--- src/rtl/hept_ctrl_pkg.sv ---
// Shared definitions for the HEPT stage sequencer: state encoding, index
// width helper and default sizing.
package hept_ctrl_pkg;

    localparam int HEPT_NUM_STAGES = 3;
    localparam int HEPT_BATCH_SIZE = 4;

    typedef enum logic [2:0] {
        SEQ_IDLE  = 3'd0,
        SEQ_START = 3'd1,
        SEQ_WAIT  = 3'd2,
        SEQ_NEXT  = 3'd3,
        SEQ_DONE  = 3'd4
    } seq_state_e;

    // Index width for a counter over n items; never narrower than one bit.
    function automatic int idx_width(input int n);
        return (n <= 2) ? 1 : $clog2(n);
    endfunction

endpackage

--- src/rtl/hept_stage_sequencer_if.sv ---
// Control/status bundle between the sequencer, the kernel top (ap_ctrl_hs)
// and the sequenced stage sub-functions.
interface hept_stage_sequencer_if
    import hept_ctrl_pkg::*;
#(
    parameter int NUM_STAGES = HEPT_NUM_STAGES,
    parameter int BATCH_SIZE = HEPT_BATCH_SIZE,
    parameter int CNT_W      = 32
) ();

    logic                                 ap_start;
    logic                                 ap_done;
    logic                                 ap_ready;
    logic                                 ap_idle;
    logic [NUM_STAGES-1:0]                stage_start;
    logic [NUM_STAGES-1:0]                stage_ready;
    logic [NUM_STAGES-1:0]                stage_done;
    logic [idx_width(NUM_STAGES)-1:0]     stage_idx;
    logic [idx_width(BATCH_SIZE)-1:0]     batch_idx;
    logic                                 err_timeout;
    logic [CNT_W-1:0]                     cycle_count;

    // Sequencer side.
    modport slave (
        input  ap_start, stage_ready, stage_done,
        output ap_done, ap_ready, ap_idle, stage_start,
               stage_idx, batch_idx, err_timeout, cycle_count
    );

    // Kernel top plus stage side.
    modport master (
        output ap_start, stage_ready, stage_done,
        input  ap_done, ap_ready, ap_idle, stage_start,
               stage_idx, batch_idx, err_timeout, cycle_count
    );

endinterface

--- src/rtl/hept_stage_watchdog.sv ---
// Per-stage watchdog: counts enabled cycles and flags expiry on the cycle
// the count sits at TIMEOUT-1 while still enabled.
module hept_stage_watchdog #(
    parameter int TIMEOUT = 4096
) (
    input  logic ap_clk,
    input  logic ap_rst_n,
    input  logic clr,
    input  logic en,
    output logic expire
);

    localparam int              CW   = $clog2(TIMEOUT);
    localparam logic [CW-1:0]   LAST = CW'(TIMEOUT - 1);

    logic [CW-1:0] count_q;
    logic [CW-1:0] count_d;

    // Next count: clear wins over enable; parks at LAST so it cannot wrap.
    always_comb begin
        count_d = count_q;
        if (clr) begin
            count_d = '0;
        end else if (en && (count_q != LAST)) begin
            count_d = count_q + 1'b1;
        end
    end

    // Count register.
    always_ff @(posedge ap_clk or negedge ap_rst_n) begin
        if (!ap_rst_n) begin
            count_q <= '0;
        end else begin
            count_q <= count_d;
        end
    end

    assign expire = en && (count_q == LAST);

endmodule

--- src/rtl/hept_stage_sequencer.sv ---
// Sequences the HEPT kernel stages over a batch, one ap_ctrl_hs start per
// stage per item, with a per-stage watchdog and a run cycle counter.
//
// state | meaning
// IDLE  | waiting for ap_start, ap_idle high, counters hold last run
// START | stage_start[stage_idx] high until the stage returns ap_ready
// WAIT  | stage accepted start, waiting for its ap_done
// NEXT  | advance stage_idx / batch_idx (one cycle)
// DONE  | ap_done/ap_ready pulse (one cycle), then IDLE
module hept_stage_sequencer
    import hept_ctrl_pkg::*;
#(
    parameter int NUM_STAGES = HEPT_NUM_STAGES,
    parameter int BATCH_SIZE = HEPT_BATCH_SIZE,
    parameter int TIMEOUT    = 4096,
    parameter int CNT_W      = 32
) (
    input  logic                    ap_clk,
    input  logic                    ap_rst_n,
    hept_stage_sequencer_if.slave   bus
);

    localparam int SW = idx_width(NUM_STAGES);
    localparam int BW = idx_width(BATCH_SIZE);

    localparam logic [SW-1:0] LAST_STAGE = SW'(NUM_STAGES - 1);
    localparam logic [BW-1:0] LAST_BATCH = BW'(BATCH_SIZE - 1);

    localparam logic [2:0] ST_IDLE  = SEQ_IDLE;
    localparam logic [2:0] ST_START = SEQ_START;
    localparam logic [2:0] ST_WAIT  = SEQ_WAIT;
    localparam logic [2:0] ST_NEXT  = SEQ_NEXT;
    localparam logic [2:0] ST_DONE  = SEQ_DONE;

    logic [2:0]         state_q,     state_d;
    logic [SW-1:0]      stage_idx_q, stage_idx_d;
    logic [BW-1:0]      batch_idx_q, batch_idx_d;
    logic               err_q,       err_d;
    logic [CNT_W-1:0]   cyc_q,       cyc_d;

    logic               cur_ready;
    logic               cur_done;
    logic               wd_clr;
    logic               wd_en;
    logic               wd_expire;
    logic [NUM_STAGES-1:0] start_vec;

    // Only the handshake of the stage currently being sequenced matters.
    assign cur_ready = bus.stage_ready[stage_idx_q];
    assign cur_done  = bus.stage_done[stage_idx_q];

    assign wd_en  = (state_q == ST_START) || (state_q == ST_WAIT);
    assign wd_clr = (state_q == ST_IDLE) || (state_d == ST_NEXT);

    hept_stage_watchdog #(
        .TIMEOUT (TIMEOUT)
    ) u_watchdog (
        .ap_clk   (ap_clk),
        .ap_rst_n (ap_rst_n),
        .clr      (wd_clr),
        .en       (wd_en),
        .expire   (wd_expire)
    );

    // Sequencing FSM; a stage completion on the expiry cycle beats the abort,
    // and an abort leaves both indices frozen for debug.
    always_comb begin
        state_d     = state_q;
        stage_idx_d = stage_idx_q;
        batch_idx_d = batch_idx_q;
        err_d       = err_q;
        case (state_q)
            ST_IDLE: begin
                if (bus.ap_start) begin
                    state_d     = ST_START;
                    stage_idx_d = '0;
                    batch_idx_d = '0;
                    err_d       = 1'b0;
                end
            end
            ST_START: begin
                if (cur_ready && cur_done) begin
                    state_d = ST_NEXT;
                end else if (wd_expire) begin
                    state_d = ST_DONE;
                    err_d   = 1'b1;
                end else if (cur_ready) begin
                    state_d = ST_WAIT;
                end
            end
            ST_WAIT: begin
                if (cur_done) begin
                    state_d = ST_NEXT;
                end else if (wd_expire) begin
                    state_d = ST_DONE;
                    err_d   = 1'b1;
                end
            end
            ST_NEXT: begin
                if (stage_idx_q != LAST_STAGE) begin
                    stage_idx_d = stage_idx_q + 1'b1;
                    state_d     = ST_START;
                end else begin
                    stage_idx_d = '0;
                    if (batch_idx_q != LAST_BATCH) begin
                        batch_idx_d = batch_idx_q + 1'b1;
                        state_d     = ST_START;
                    end else begin
                        state_d = ST_DONE;
                    end
                end
            end
            ST_DONE: begin
                state_d = ST_IDLE;
            end
            default: begin
                state_d = ST_IDLE;
            end
        endcase
    end

    // Run cycle counter: cleared on an accepted start, saturating count of
    // every non-IDLE cycle, held through IDLE for readout.
    always_comb begin
        cyc_d = cyc_q;
        if (state_q == ST_IDLE) begin
            if (bus.ap_start) begin
                cyc_d = '0;
            end
        end else if (!(&cyc_q)) begin
            cyc_d = cyc_q + 1'b1;
        end
    end

    // One-hot start to the current stage, decoded from registered state.
    always_comb begin
        start_vec = '0;
        if (state_q == ST_START) begin
            start_vec[stage_idx_q] = 1'b1;
        end
    end

    // State, index, error and counter registers.
    always_ff @(posedge ap_clk or negedge ap_rst_n) begin
        if (!ap_rst_n) begin
            state_q     <= ST_IDLE;
            stage_idx_q <= '0;
            batch_idx_q <= '0;
            err_q       <= 1'b0;
            cyc_q       <= '0;
        end else begin
            state_q     <= state_d;
            stage_idx_q <= stage_idx_d;
            batch_idx_q <= batch_idx_d;
            err_q       <= err_d;
            cyc_q       <= cyc_d;
        end
    end

    assign bus.ap_idle     = (state_q == ST_IDLE);
    assign bus.ap_done     = (state_q == ST_DONE);
    assign bus.ap_ready    = (state_q == ST_DONE);
    assign bus.stage_start = start_vec;
    assign bus.stage_idx   = stage_idx_q;
    assign bus.batch_idx   = batch_idx_q;
    assign bus.err_timeout = err_q;
    assign bus.cycle_count = cyc_q;

endmodule

--- src/flat_wrapper.sv ---
// flat-port wrapper written by rule: the top's interface ports become plain ports
module hept_stage_sequencer_flat import hept_ctrl_pkg::*;
#(
    parameter int NUM_STAGES = HEPT_NUM_STAGES,
    parameter int BATCH_SIZE = HEPT_BATCH_SIZE,
    parameter int TIMEOUT    = 4096,
    parameter int CNT_W      = 32
)
  (ap_clk, ap_rst_n, bus_ap_start, bus_stage_ready, bus_stage_done, bus_ap_done, bus_ap_ready, bus_ap_idle, bus_stage_start, bus_stage_idx, bus_batch_idx, bus_err_timeout, bus_cycle_count);
  hept_stage_sequencer_if #(.NUM_STAGES(NUM_STAGES), .BATCH_SIZE(BATCH_SIZE), .CNT_W(CNT_W)) bus_i ();
  input  logic ap_clk;
  input  logic ap_rst_n;
  input wire logic [$bits(bus_i.ap_start)-1:0] bus_ap_start;
  input wire logic [$bits(bus_i.stage_ready)-1:0] bus_stage_ready;
  input wire logic [$bits(bus_i.stage_done)-1:0] bus_stage_done;
  output wire logic [$bits(bus_i.ap_done)-1:0] bus_ap_done;
  output wire logic [$bits(bus_i.ap_ready)-1:0] bus_ap_ready;
  output wire logic [$bits(bus_i.ap_idle)-1:0] bus_ap_idle;
  output wire logic [$bits(bus_i.stage_start)-1:0] bus_stage_start;
  output wire logic [$bits(bus_i.stage_idx)-1:0] bus_stage_idx;
  output wire logic [$bits(bus_i.batch_idx)-1:0] bus_batch_idx;
  output wire logic [$bits(bus_i.err_timeout)-1:0] bus_err_timeout;
  output wire logic [$bits(bus_i.cycle_count)-1:0] bus_cycle_count;
  assign bus_i.ap_start = bus_ap_start;
  assign bus_i.stage_ready = bus_stage_ready;
  assign bus_i.stage_done = bus_stage_done;
  assign bus_ap_done = bus_i.ap_done;
  assign bus_ap_ready = bus_i.ap_ready;
  assign bus_ap_idle = bus_i.ap_idle;
  assign bus_stage_start = bus_i.stage_start;
  assign bus_stage_idx = bus_i.stage_idx;
  assign bus_batch_idx = bus_i.batch_idx;
  assign bus_err_timeout = bus_i.err_timeout;
  assign bus_cycle_count = bus_i.cycle_count;
  hept_stage_sequencer #(.NUM_STAGES(NUM_STAGES), .BATCH_SIZE(BATCH_SIZE), .TIMEOUT(TIMEOUT), .CNT_W(CNT_W)) u_core (.ap_clk(ap_clk), .ap_rst_n(ap_rst_n), .bus(bus_i));
endmodule
--- config.mk ---
export PLATFORM = sky130hd
export DESIGN_NAME = hept_stage_sequencer_flat
export DESIGN_NICKNAME = d
export VERILOG_FILES = /design/src/rtl/hept_ctrl_pkg.sv /design/src/rtl/hept_stage_sequencer_if.sv /design/src/rtl/hept_stage_watchdog.sv /design/src/rtl/hept_stage_sequencer.sv /design/src/flat_wrapper.sv
export SDC_FILE = /design/constraint.sdc
export NUM_CORES = 1
export LEC_CHECK = 0
export BUFFER_PORTS_ARGS = -buffer_cell sky130_fd_sc_hd__buf_2
export CAP_MARGIN = 20
export CORE_MARGIN = 1.5
export CORE_UTILIZATION = 30
export CTS_CLUSTER_SIZE = 12
export DETAILED_ROUTE_END_ITERATION = 16
export GPL_TIMING_DRIVEN = 0
export PLACE_DENSITY_LB_ADDON = 0.2
export SLEW_MARGIN = 20
export SYNTH_ARGS = -nofsm -noshare
export SYNTH_HDL_FRONTEND = slang
export SYNTH_SLANG_ARGS = --single-unit
export TNS_END_PERCENT = 50
--- constraint.sdc ---
create_clock -name ap_clk -period 2.4 [get_ports ap_clk]
set_input_delay 0.24 -clock ap_clk [delete_from_list [all_inputs] [get_ports ap_clk]]
set_output_delay 0.24 -clock ap_clk [all_outputs]
set_load 0.1 [all_outputs]
**Word level (Yosys, flattened, before mapping)**

Index checks and enable logic that the tools add are counted.

- Register bits after elaboration: 52

- Add/sub/neg operators: 4
- Order comparisons: 2
- Equal/unequal tests: 15
- Multiplexer cells: 32
- Reductions and logical operators: 15

Operator list:

| operator | count |
|---|---|
| 32-bit two-way mux | 3 |
| 32-bit by 1-bit adder with 32-bit output, second input constant | 1 |
| 32-bit AND reduction | 1 |
| 3-bit two-way mux | 9 |
| 12-bit two-way mux | 2 |
| 2-bit != test, second input constant | 7 |
| 12-bit by 1-bit adder with 12-bit output, second input constant | 1 |
| 12-bit equality test, second input constant | 1 |
| 12-bit != test, second input constant | 1 |
| 3-bit case mux with 4 select lines | 1 |
| 3-bit by 2-bit equality test with 1-bit output, second input constant | 3 |
| 2-bit two-way mux | 4 |
| 2-bit case mux with 2 select lines | 2 |
| 4-bit AND reduction | 2 |
| 1-bit two-way mux | 7 |
| 2-bit by 1-bit adder with 2-bit output, second input constant | 2 |
| 1-bit binary-select mux with 2-bit select | 2 |
| 1-bit logical AND | 4 |
| 2-bit AND reduction | 2 |
| 2-bit nonzero test | 2 |
| 3-bit by 1-bit equality test with 1-bit output, second input constant | 1 |
| 3-bit equality test, second input constant | 1 |
| 3-bit zero test | 1 |
| 2-bit by 3-bit less-than comparator with 1-bit output, second input constant | 1 |
| 6 further kinds | 7 |

**Depth between registers and ports, before layout**

- Depth after elaboration: 9
- Mapped depth: 7
- Mapped depth without buffers: 6

**Hierarchy**

Synthesis repeated with hierarchy kept, for this count alone.

- Cells, all modules: 303
- Area total of the unflattened synthesis: 2877.8 µm²

By module, submodules not included:

| module | instances | cells an instance | area an instance (µm²) | sequential area each (µm²) |
|---|---|---|---|---|
| hept_stage_sequencer | 1 | 231 | 2167.1 | 1001.0 |
| hept_stage_watchdog | 1 | 72 | 710.7 | 300.3 |

**Worst setup path before layout**

No wires, ideal clock.

- Path kind: flip-flop to output port
- Start point: register u_core.state_q[1]
- End point: output bus_ap_ready
- Data arrival time: 3271 ps
- Data required time: 2160 ps
- Setup slack: -1111 ps
- Stages on the path, launching flop included: 3
- Buffers on the path: 1
- Cells stage by stage: dfrtp_1 nor3b_1 buf_4

- Longest elaborated chain between the ends: 1

Ends and longest elaborated chain:

| what | line | RTL |
|---|---|---|
| from (decl) | hept_stage_sequencer.sv:35 | `logic [2:0] state_q, state_d;` |
| from (signal assigned) | hept_stage_sequencer.sv:152 | `state_q <= state_d;` |
| 3-bit equality test | -- |  |
| to (decl) | flat_wrapper.sv:17 | `output wire logic [$bits(bus_i.ap_ready)-1:0] bus_ap_ready;` |

Every way passes these cells.

**Final worst setup path**

- Start point: register u_core.state_q[1]
- End point: output bus_ap_idle

- Longest elaborated chain between the ends: 1

Ends and longest elaborated chain:

| what | line | RTL |
|---|---|---|
| 3-bit zero test | hept_stage_sequencer.sv:160 | `assign bus.ap_idle = (state_q == ST_IDLE);` |
| to (decl) | flat_wrapper.sv:18 | `output wire logic [$bits(bus_i.ap_idle)-1:0] bus_ap_idle;` |

Every way passes these cells.

==> impl_metrics.sql <==
INSERT INTO impl_metrics (metric_group, metric, value, unit) VALUES
('run_status', 'outcome', 'finished clean', ''),
('routing', 'wl', '7290', 'um'),
('finish', 'insertedDiodeCount', '0', ''),
('power', 'power_density', '971.4', 'nW/um^2'),
('run', 'max_cap_viol_count', '0', ''),
('finish', 'multi_input_area', '1583', 'sq um'),
('place', 'post-dp-hpwl', '5213', 'um'),
('routing', 'vias', '2546', ''),
('grt', 'grt.total_usage', '0.1518', ''),
('clock_tree', 'cts_htree_levels', '2', ''),
('worst_setup_path', 'crit_fanout', '10', ''),
('clock_tree', 'clock_latency', '320', 'ps'),
('logic_synthesis', 'synth_flop_cell', 'dfrtp_1', ''),
('power', 'comb_power_share', '0.488', ''),
('sta', 'setup-violations-final', '0', ''),
('logic_synthesis', 'yosysSeqAreaShare', '0.4435', ''),
('clock_tree', 'tritoncts.num_buffers', '5', ''),
('logic_synthesis', 'cell_count_after_synthesis', '301', ''),
('floorplanning', 'fp.dieArea', '10380', 'sq um'),
('sta', 'post-route-min-period', '2245', 'ps'),
('worst_setup_path', 'worst_ep_required_time', '2160', 'ps'),
('hold_path', 'hold_path_class', 'in -> reg', ''),
('grt', 'first_pass_grt_wire_length', '12430', 'um'),
('floorplanning', 'initial_core_util', '0.3131', ''),
('finish', 'num-fill-cells', '996', ''),
('floorplanning', 'floorplan.io_pins', '52', ''),
('grt', 'via_count_of_the_first_global_routing_pass', '2458', ''),
('power', 'p_clk_frac', '0.186', ''),
('sta', 'rsz0062_at_grt', 'false', ''),
('power', 'swShare', '0.5160', ''),
('clock_tree', 'cts.repair_timing.setup_buffer_count', '0', ''),
('floorplanning', 'placeableCoreArea', '9371', 'sq um'),
('logic_synthesis', 'synth_edf_count', '0', ''),
('finish', 'design.final.nets', '372', ''),
('worst_setup_path', 'criticalPathCategory', 'reg -> out', ''),
('worst_setup_path', 'cp-end-kind', 'output pin', ''),
('sta', 'fin_skew', '13.46', 'ps'),
('sta', 'finalMaxSlewViolations', '0', ''),
('finish', 'area.growth.synth_to_final', '19.87', '%'),
('logic_synthesis', 'yosys_warnings', '0', ''),
('sta', 'report.final.hold_viol_count', '0', ''),
('power', 'max-vdd-ir-drop', '410.6', 'uV'),
('sta', 'max-slew-margin-rel', '0.5420', ''),
('logic_synthesis', 'syn_area', '2934', 'sq um'),
('worst_setup_path', 'timing.critical_path.arrival', '2000', 'ps'),
('floorplanning', 'chipWidth', '101.9', 'um'),
('clock_tree', 'cts.root.buffer_cell', 'clkbuf_8', ''),
('place', 'number_of_cells_in_the_design_after_placement', '481', ''),
('worst_setup_path', 'start_kind', 'register', ''),
('clock_tree', 'tritoncts', 'done', ''),
('power', 'power_report.internal_total', '1.654', 'mW'),
('routing', 'drt_pass1_iterations', '4', ''),
('clock_tree', 'cts.clk_slew.worst_paths', '100', 'ps'),
('finish', 'postLayoutCoreUtil', '0.3753', ''),
('sta', 'fmaxAchievable', '445.5', 'MHz'),
('grt', 'grt_antenna_before_repair', '0', ''),
('sta', 'timing.final.crit_share', '0.9353', ''),
('routing', 'detail_route.drc_violations', '0', ''),
('grt', 'grt_max_degree', '53', ''),
('sta', 'tightestPinTransition', '687.0', 'ps'),
('place', 'gp_congestion', '0.8557', ''),
('logic_synthesis', 'synth.net_count', '313', ''),
('clock_tree', 'clock-sinks', '52', ''),
('finish', 'share_of_cells_above_drive_strength_1', '0.2632', ''),
('floorplanning', 'fp.dieH', '101.9', 'um'),
('logic_synthesis', 'async_reset_ff_frac', '1.000', ''),
('power', 'switchingPower', '1.763', 'mW'),
('logic_synthesis', 'yosys_register_bits', '52', ''),
('grt', 'globalRouteOverflowTotal', '0', ''),
('finish', 'final_cells', '490', ''),
('finish', 'register_area', '1323', 'sq um'),
('routing', 'dr.first_iter.drc_count', '149', ''),
('power', 'power_leakage', '1.679', 'nW'),
('clock_tree', 'cts_max_path_buffers', '2', ''),
('logic_synthesis', 'synth_cell_type_count', '52', ''),
('logic_synthesis', 'synth.avg_cell_area', '9.748', 'sq um'),
('routing', 'post_drt_wl_per_cell', '14.88', 'um'),
('routing', 'vias_per_cell', '5.196', ''),
('routing', 'ant_nets', '0', ''),
('place', 'numPortBuffers', '51', ''),
('floorplanning', 'floorplan.rows', '35', ''),
('power', 'p_seq_frac', '0.326', '');
[power by group through the flow]
| stage | sequential [mW] | combinational, mW | clock (mW) |
|---|---|---|---|
| final | 1.11 | 1.67 | 0.637 |
| after global routing | 1.14 | 1.80 | 0.688 |
| after floorplan | 1.59 | 0.853 | 0 |
| after detailed placement | 1.13 | 1.67 | 0 |
| after CTS | 1.11 | 1.67 | 0.657 |
| after global placement | 1.13 | 1.66 | 0 |
[state kept, by name, indices dropped and copies added, names as in the netlist]
signal,count
u_core.bus.batch_idx,2
u_core.bus.cycle_count,32
u_core.bus.err_timeout,1
u_core.bus.stage_idx,2
u_core.state_q,3
u_core.u_watchdog.count_q,12
[metal layers]
layer / routed length, um / global-route usage / vias to the layer above
met4: 138 / 0.05163 / 0
met2: 3177 / 0.2210 / 53
met3: 279 / 0.02326 / 9
li1: - / - / 1257
met1: 3694 / 0.2292 / 1227
met5: 0 / 0 / -
[cells in the final DEF (no fill, tap or decap), types with 3 or more instances in the layout]
cell type  count
and3_1        10
dfrtp_2       11
xor2_1        10
nand3_1       26
ha_1           3
a21oi_1        4
or3_1          3
nor2_1        23
dfrtp_1       39
buf_4          3
or4_1          3
and2_1         4
clkbuf_8       5
nand2b_1       7
mux2i_1       17
nor3_1         4
a31oi_1        3
nand4_1       20
o21ai_0        6
buf_2         53
clkbuf_1       7
o31ai_1        7
and4_1         7
o211ai_1       8
nand2_1       29
[critical path, stage by stage (launching register included)]
cell	delay [ps]
dfrtp_1	460
or3_1	380
buf_2	190
inv_2	100
buf_2	230
buf_4	330
[synth_stat cells, types with 4 or more instances]
cell type | n | area [sq um]
nand2_1 | 29 | 108.9
nand4_1 | 20 | 125.1
mux2i_1 | 17 | 170.2
o211ai_1 | 8 | 60.06
dfrtp_1 | 52 | 1301
nand3_1 | 26 | 130.1
o21ai_0 | 6 | 30.03
nor3_1 | 5 | 25.02
and3_1 | 10 | 62.56
a21oi_1 | 4 | 20.02
clkbuf_1 | 7 | 26.28
xor2_1 | 10 | 87.58
nor2_1 | 25 | 93.84
buf_2 | 4 | 20.02
o31ai_1 | 7 | 52.55
and4_1 | 7 | 61.31
nand2b_1 | 7 | 43.79
and2_1 | 4 | 25.02
[timing repair]
item	4_1_cts	5_1_grt
setup endpoints to repair	0	1
resized for setup	0	2
hold buffers	1	0
hold endpoints to repair	43	0
[per-stage QoR]
| step | setup TNS (ps) | power (mW) | hold slack (ps) | cell area [sq um] | worst slack (ps) |
|---|---|---|---|---|---|
| global route | 0 | 3.621 | 320.6 | 3517 | 28.22 |
| floorplan | -302.3 | 2.448 | -55.59 | 2970 | -112.1 |
| global placement | 0 | 2.784 | 489.6 | 3387 | 208.6 |
| detailed placement | 0 | 2.802 | 335.4 | 3390 | 215.9 |
| finish | 0 | 3.416 | 310.3 | 3517 | 155.4 |
| CTS | 0 | 3.444 | 303.3 | 3515 | 20.91 |
[area by class of cell]
type                            count  share of cell area
Multi-Input combinational cell    234              0.4500
Buffer                             12             0.01530
Inverter                            3            0.003202
Clock buffer                        5             0.01957
Clock inverter                      3             0.01316
Sequential cell                    52              0.3760
Timing Repair Buffer               52             0.07684
Tap cell                          129             0.04589
[worst paths after layout]
check	start	end	slack, ps	cells past startpoint
worst max-delay path	u_core.state_q[1]	bus_ap_idle	160	5
worst min-delay path	bus_ap_start	u_core.bus.cycle_count[25]	310	4
worst max register to register	u_core.bus.cycle_count[0]	u_core.bus.cycle_count[23]	190	6
worst min register to register	u_core.bus.err_timeout	u_core.bus.err_timeout	510	1
max in group asynchronous	ap_rst_n	u_core.bus.cycle_count[0]	1360	2
min in group asynchronous	ap_rst_n	u_core.bus.cycle_count[5]	490	2
[logic make-up (layout without fill, tap and decap cells)]
logic type,count (synthesis),in the layout,synth area share
AO/OA/AOI/OAI,45,45,0.1130
XOR/XNOR,11,11,0.03284
adder cells (fa/ha/maj),3,3,0.01279
buffers and inverters,15,75,0.02218
flip-flops,52,52,0.4435
multiplexers,19,19,0.06567
AND/OR/NAND/NOR,156,156,0.3100
(Power assumes the default switching activity.)
